--- config.mk ---
export PLATFORM = sky130hd
export DESIGN_NAME = phase_timer
export DESIGN_NICKNAME = d
export VERILOG_FILES = /design/src/rtl/traffic_pkg.sv /design/src/rtl/phase_timer_dur_regfile.sv /design/src/rtl/phase_timer.sv
export SDC_FILE = /design/constraint.sdc
export NUM_CORES = 1
export LEC_CHECK = 0
export CAP_MARGIN = 10
export CORE_MARGIN = 8
export CORE_UTILIZATION = 59
export CTS_BUF_LIST = sky130_fd_sc_hd__clkbuf_8
export DETAILED_ROUTE_END_ITERATION = 6
export PLACE_DENSITY = 0.81
export SETUP_SLACK_MARGIN = 0.2
export SLEW_MARGIN = 10
export SYNTH_ARGS = -nofsm -noshare
export SYNTH_HDL_FRONTEND = slang
export SYNTH_SLANG_ARGS = --single-unit
--- constraint.sdc ---
create_clock -name clk -period 3.2 [get_ports clk]
set_input_delay 0.64 -clock clk [delete_from_list [all_inputs] [get_ports clk]]
set_output_delay 0.64 -clock clk [all_outputs]
set_load 0.005 [all_outputs]
--- src/rtl/traffic_pkg.sv ---
// Shared definitions for the traffic-light controller: light state encodings
// and the default phase timing constants.
package traffic_pkg;

  typedef enum logic [2:0] {
    ST_IDLE = 3'b000,
    ST_P1   = 3'b001,
    ST_P2   = 3'b010,
    ST_P3   = 3'b011,
    ST_P4   = 3'b100
  } light_state_e;

  localparam int unsigned TL_CW      = 8;
  localparam int unsigned TL_DUR_P1  = 20;
  localparam int unsigned TL_DUR_P2  = 3;
  localparam int unsigned TL_DUR_P3  = 15;
  localparam int unsigned TL_DUR_P4  = 2;
  localparam int unsigned NUM_PHASES = 4;

endpackage

--- src/rtl/phase_timer_dur_regfile.sv ---
// Four programmable phase-duration registers with reset defaults, one write
// port and a combinational read port indexed by phase.
module dur_regfile
  import traffic_pkg::*;
#(
  parameter int unsigned CW = TL_CW,
  parameter int unsigned D1 = TL_DUR_P1,
  parameter int unsigned D2 = TL_DUR_P2,
  parameter int unsigned D3 = TL_DUR_P3,
  parameter int unsigned D4 = TL_DUR_P4
) (
  input  logic          clk,
  input  logic          rst_n,
  input  logic          we,
  input  logic [1:0]    sel,
  input  logic [CW-1:0] wval,
  input  logic [1:0]    rsel,
  output logic [CW-1:0] rdata
);

  logic [CW-1:0] dur [NUM_PHASES];

  always_ff @(posedge clk or negedge rst_n) begin
    if (!rst_n) begin
      dur[0] <= CW'(D1);
      dur[1] <= CW'(D2);
      dur[2] <= CW'(D3);
      dur[3] <= CW'(D4);
    end else if (we) begin
      dur[sel] <= wval;
    end
  end

  assign rdata = dur[rsel];

endmodule

--- src/rtl/phase_timer.sv ---
// Per-phase duration timer: counts 1 Hz ticks in the current light phase and
// emits a one-cycle expiry pulse plus the remaining-seconds count.
module phase_timer
  import traffic_pkg::*;
#(
  parameter int unsigned SIZE   = 3,
  parameter int unsigned CW     = TL_CW,
  parameter int unsigned DUR_P1 = TL_DUR_P1,
  parameter int unsigned DUR_P2 = TL_DUR_P2,
  parameter int unsigned DUR_P3 = TL_DUR_P3,
  parameter int unsigned DUR_P4 = TL_DUR_P4
) (
  input  logic            clk,
  input  logic            rst_n,
  input  logic            tick,
  input  logic [SIZE-1:0] state,
  input  logic            pause,
  input  logic            cfg_we,
  input  logic [1:0]      cfg_sel,
  input  logic [CW-1:0]   cfg_val,
  output logic            equal,
  output logic [CW-1:0]   remaining,
  output logic            active
);

  logic [SIZE-1:0] state_q;
  logic [CW-1:0]   cnt;
  logic [CW-1:0]   dur_cur;
  logic [CW-1:0]   dur_rd;
  logic [CW-1:0]   dur_new;
  logic [1:0]      rsel;
  logic            done;
  logic            entry;
  logic            phase_valid;
  logic            cur_valid;

  assign entry       = (state != state_q);
  assign phase_valid = (state >= SIZE'(ST_P1)) && (state <= SIZE'(ST_P4));
  assign cur_valid   = (state_q >= SIZE'(ST_P1)) && (state_q <= SIZE'(ST_P4));
  assign rsel        = 2'(state - SIZE'(1));
  // A programmed duration of zero still yields a one-tick phase.
  assign dur_new     = (dur_rd == '0) ? CW'(1) : dur_rd;
  assign active      = cur_valid;

  dur_regfile #(
    .CW (CW),
    .D1 (DUR_P1),
    .D2 (DUR_P2),
    .D3 (DUR_P3),
    .D4 (DUR_P4)
  ) u_regs (
    .clk   (clk),
    .rst_n (rst_n),
    .we    (cfg_we),
    .sel   (cfg_sel),
    .wval  (cfg_val),
    .rsel  (rsel),
    .rdata (dur_rd)
  );

  always_ff @(posedge clk or negedge rst_n) begin
    if (!rst_n) begin
      state_q   <= '0;
      cnt       <= '0;
      dur_cur   <= '0;
      done      <= 1'b0;
      equal     <= 1'b0;
      remaining <= '0;
    end else begin
      state_q <= state;
      equal   <= 1'b0;
      if (entry) begin
        // Entry outranks a coincident tick; the read sees the pre-write value.
        cnt       <= '0;
        done      <= 1'b0;
        dur_cur   <= phase_valid ? dur_new : '0;
        remaining <= phase_valid ? dur_new : '0;
      end else if (!cur_valid) begin
        cnt       <= '0;
        done      <= 1'b0;
        remaining <= '0;
      end else if (!done && !pause && tick) begin
        if (cnt == dur_cur - CW'(1)) begin
          done      <= 1'b1;
          cnt       <= dur_cur;
          equal     <= 1'b1;
          remaining <= '0;
        end else begin
          cnt       <= cnt + CW'(1);
          remaining <= dur_cur - cnt - CW'(1);
        end
      end
    end
  end

endmodule
# After elaboration in Yosys (flattened, before gate mapping)
# Cells that the tools add are included.
# classes
n_lt_le_gt_ge	7
n_eq_ne	4
n_reduce_logical	9
mux	24
n_addsub	5
bitwise	2
# ops
operator	n
8-bit two-way mux	13
32-bit bitwise mux	1
8-bit binary-select mux with 2-bit select	1
8-bit demux with 2-bit select	1
8-bit by 1-bit subtractor with 8-bit output, second input constant	2
8-bit by 1-bit adder with 8-bit output, second input constant	1
8-bit equality test	1
8-bit zero test	1
1-bit two-way mux	8
8-bit subtractor	1
3-bit by 1-bit greater-or-equal comparator with 1-bit output, second input constant	2
3-bit greater-or-equal comparator, second input constant	2
3-bit <= comparator, second input constant	2
3-bit by 1-bit inequality test with 1-bit output, second input constant	2
2-bit inverter with 3-bit output	2
1-bit logical AND	5
3-bit by 1-bit < comparator with 1-bit output, second input constant	1
3-bit inequality test	1
1-bit zero test	2
2-bit AND reduction	1
2-bit by 1-bit subtractor with 2-bit output, second input constant	1
# totals
word_cells	61
register_bits	61
output_inout_bits	10

# Depth between registers and ports, before layout
# depth
depth_word	9
depth_mapped	10
mapped_depth_nobuf	10

# Cells and area by module
# Synthesis repeated with hierarchy kept, for this count alone.
# unflattened
hier_cells	285
hier_area_um2	3349.5
# modules_own_cells
mod	n_inst	area_each_um2	cells_each
phase_timer	1	1936.9	207
dur_regfile	1	1412.6	78

# Worst setup path before layout
# No wires, ideal clock.
# synth_timing
path_type	input-to-reg
startpoint	in state[0]
endpoint	reg remaining[0]
arrival_ps	2793
stages	9
setup_slack_ps	341
path_buffers	2
setup_time_ps	66
cell_sequence	buf_1 inv_1 ha_1 buf_1 mux4_2 nor4_1 a21oi_1 nor3_1 o32a_1
# synth_between
elab_chain_cells	9
# synth_rtl
item	line_no	source
from (decl)	phase_timer.sv:16	input logic [SIZE-1:0] state,
2-bit by 1-bit subtractor with 2-bit output	phase_timer.sv:40	assign rsel = 2'(state - SIZE'(1));
2-bit inverter with 3-bit output (implied by the code)	phase_timer_dur_regfile.sv:34	assign rdata = dur[rsel];
8-bit binary-select mux with 2-bit select	phase_timer_dur_regfile.sv:34	
8-bit two-way mux (implied by the code) (2 in a row)	phase_timer_dur_regfile.sv:34	
8-bit zero test	phase_timer.sv:42	assign dur_new = (dur_rd == '0) ? CW'(1) : dur_rd;
8-bit two-way mux	phase_timer.sv:42	
8-bit two-way mux	phase_timer.sv:77	remaining <= phase_valid ? dur_new : '0;
8-bit two-way mux	phase_timer.sv:72	if (entry) begin
to (signal assigned)	phase_timer.sv:77	
to (signal assigned)	phase_timer.sv:90	remaining <= dur_cur - cnt - CW'(1);
to (decl)	phase_timer.sv:22	output logic [CW-1:0] remaining,
# Several ways; a longest one is shown, not always the timed one. The select of a mux whose other input is x is not followed.
# A chain may end at the register's enable or synchronous reset.

# Final worst setup path
# Same ends and word-level chain as after synthesis.

==> flow_metrics.py <==
metrics = {
    "floorplanning": {
        "dieArea_um2": 8310,
        "fp-row-count": 27,
        "pin_count": 28,
        "fp.coreArea_um2": 5470,
        "start_util_pct": 60.9,
        "chipWidth_um": 91.2,
        "die_y_um": 91.2,
    },
    "detailed_routing": {
        "ant_nets": 0,
        "via_per_inst": 6.17,
        "routed_wl_um": 7510,
        "vias": 2511,
        "first_pass_iters": 4,
        "drt-initial-drc-count": 168,
        "drcViolationCount": 0,
        "wire_per_inst_um": 18.4,
    },
    "timing": {
        "tightest_slew_ns": 0.760,
        "finalCriticalPeriod_ns": 2.66,
        "drv_slew": 0,
        "skew_ns": 0.00659,
        "max_freq_ghz": 0.376,
        "min_period_over_period_pct": 83.1,
        "hold_violations": 0,
        "tns_ns": 0,
        "grt_setup_unrepaired": "no",
        "setup_viol": 0,
        "relSlewSlack_pct": 49.3,
    },
    "grt": {
        "grt_use_total_pct": 19.0,
        "grt_max_degree": 62,
        "overflow": 0,
        "antenna_found_initial": 0,
        "first_global_vias": 2602,
        "grt_first_pass_wirelength_um": 12600,
    },
    "logic_synthesis": {
        "yosysTopAreaCell": "dfrtp_1",
        "synth-async-reset-ratio_pct": 100,
        "ys_seq_elements": 61,
        "synth-edff-count": 0,
        "seq_area_frac_synth_pct": 46.2,
        "synth_area_leaders": "dfrtp_1 39%, mux2_2 11%, dfstp_2 7.1%, mux4_2 5.4%, ha_1 4.1%",
        "ys.flop_type": "dfrtp_1",
        "mappedNetlistArea_um2": 3330,
        "ys_types": 50,
        "synth_top_area_share_pct": 39.1,
        "syn_nets": 321,
        "ys.warnings.count": 0,
        "syn_inst": 291,
        "syn_area_per_cell_um2": 11.4,
    },
    "clock_network": {
        "post_cts_resized": 0,
        "insertion_delay_ns": 0.35,
        "clockBufferDepth": 2,
        "cts_tree": "yes",
        "cts.sinks": 61,
        "holdBufCountCts": 0,
        "cts.htree.levels": 3,
        "numCtsBuffers": 9,
        "post_cts.repair.setup_buffers": 0,
        "cts_root_buf": "clkbuf_8",
        "clk_pin_slew_ns": 0.07,
    },
    "power_and_ir_drop": {
        "p_seq_share_pct": 41.3,
        "peakVddDrop_v": 0.000389,
        "p_comb_share_pct": 23.6,
        "clkPwrFrac_pct": 35.1,
        "switching_share_pct": 28.3,
        "internal_power_mw": 1.74,
        "p_switching_uw": 689,
        "p_leak_nw": 1.59,
        "powerDensity_nw_per_um2": 613,
    },
    "setup_path": {
        "path_cells": "clkdlybuf4s50_1 > inv_1 > ha_1 > mux4_2 > nor4_1 > a21oi_1 > nor3_1 > o32a_1",
        "required_ns": 3.49,
        "critical_path_class": "input port to flop",
        "cpLargestDelayFamily": "buffers and inverters",
        "cp_slowest_cell": "clkdlybuf4s50_1",
        "crit_path_start_kind": "input port",
        "critical_path_arrival_ns": 2.95,
        "end_kind": "flop",
        "crit_buf_inv": 2,
        "crit_path_max_incr_delay_ns": 0.52,
        "critPathMaxFanout": 8,
    },
    "layout": {
        "finalNetCount": 360,
        "final_cell_count_no_fill": 407,
        "num_antenna_cells": 0,
        "fillers": 394,
        "layout_common_cells": "52 x dfrtp_1, 32 x mux2_2, 26 x clkdlybuf4s50_1",
        "final_common_cell": "dfrtp_1",
        "drive_above_1_share_pct": 23.9,
        "syn_to_final_growth_pct": 19.1,
    },
    "placed_design": {
        "place_congestion": 0.825,
        "dpl.hpwl_um": 5220,
        "numPortBuffers": 27,
        "placed_cells": 391,
    },
    "status": {
        "status": "completed",
    },
    "run": {
        "cap_viol_max_count": 0,
    },
    "min_path": {
        "hold_class": "input port to asynchronous set/reset pin",
    },
}
[registers in the layout, indices dropped and copies added, names as in the netlist]
name	flops
cnt	8
done	1
dur_cur	8
equal	1
remaining	8
state_q	3
u_regs.dur	32
[metrics by stage]
stage / utilization, % / hold slack (ns) / area (um^2) / setup slack [ns] / power, mW
floorplan: - / 0.344 / 3330 / 0.341 / 1.38
CTS: 72.5 / 0.470 / 3970 / 0.561 / 2.45
detailed placement: 68.0 / 0.493 / 3720 / 0.236 / 1.58
global route: 72.5 / 0.512 / 3970 / 0.393 / 2.55
global placement: 68.0 / 0.482 / 3720 / 0.313 / 1.56
finish: 72.5 / 0.448 / 3970 / 0.542 / 2.43
[cell type report]
| class | instances | area [um^2] | area share, % |
|---|---|---|---|
| Multi-Input combinational cell | 209 | 1710 | 43.1 |
| Sequential cell | 61 | 1540 | 38.8 |
| Timing Repair Buffer | 36 | 333 | 8.39 |
| Clock buffer | 10 | 138 | 3.47 |
| Clock inverter | 6 | 110 | 2.78 |
| Tap cell | 72 | 90.1 | 2.27 |
| Inverter | 13 | 48.8 | 1.23 |
[cell usage after synthesis, types with 2 or more instances]
library cell,count
nand2b_1,4
o31a_1,2
ha_1,11
nand4_1,10
nor3_1,7
o31ai_1,3
buf_1,2
xnor2_1,8
a21oi_1,6
o21ai_0,3
or3_1,5
dfrtp_1,52
mux4_2,8
o311ai_0,4
clkbuf_1,4
a211o_1,5
nor4_1,2
nand2_1,24
a22o_1,3
inv_1,13
nor2b_1,2
mux2_2,32
o211ai_1,4
a22oi_1,3
dfstp_2,9
and3_1,2
nand3_1,10
xor2_1,8
nor2_1,18
mux2i_1,2
nand3b_1,3
a311o_1,2
o21a_1,3
[power by group through the flow]
stage	registers [mW]	logic, mW	clock network (mW)
after floorplan	0.979	0.403	0
after global placement	1.01	0.546	0
after detailed placement	1.01	0.565	0
after CTS	1.00	0.578	0.866
after global routing	1.02	0.630	0.899
final	1.00	0.575	0.854
[logic make-up after synthesis]
| logic type | Yosys count | synth area share [%] |
|---|---|---|
| flip-flops | 61 | 46.2 |
| AO/OA/AOI/OAI | 47 | 11.3 |
| XOR/XNOR | 16 | 4.21 |
| adder cells (fa/ha/maj) | 12 | 4.73 |
| buffers and inverters | 21 | 2.52 |
| AND/OR/NAND/NOR | 92 | 14.2 |
| multiplexers | 42 | 16.8 |
[layer usage]
metal	global-route usage (%)	vias to the layer above	part of all wire, %
li1	-	1167	-
met1	21.8	1254	42
met2	31.6	73	51
met3	4.86	17	4.8
met4	11.1	0	2.3
met5	0	-	0
[final timing paths]
kind,slack (ns),cells after the start,from,endpoint
setup / recovery,0.54,8,state[0],remaining[0]$_DFFE_PN0P_
hold / removal,0.45,2,rst_n,equal$_DFF_PN0_
setup reg to reg,0.57,7,dur_cur[1]$_DFFE_PN0N_,remaining[4]$_DFFE_PN0P_
hold reg to reg,0.51,1,u_regs.dur[18]$_DFFE_PN0P_,u_regs.dur[18]$_DFFE_PN0P_
max in group asynchronous,2.26,2,rst_n,u_regs.dur[14]$_DFFE_PN0P_
min in group clk,0.51,1,u_regs.dur[18]$_DFFE_PN0P_,u_regs.dur[18]$_DFFE_PN0P_
No activity file was read; power rests on OpenSTA's default activity.
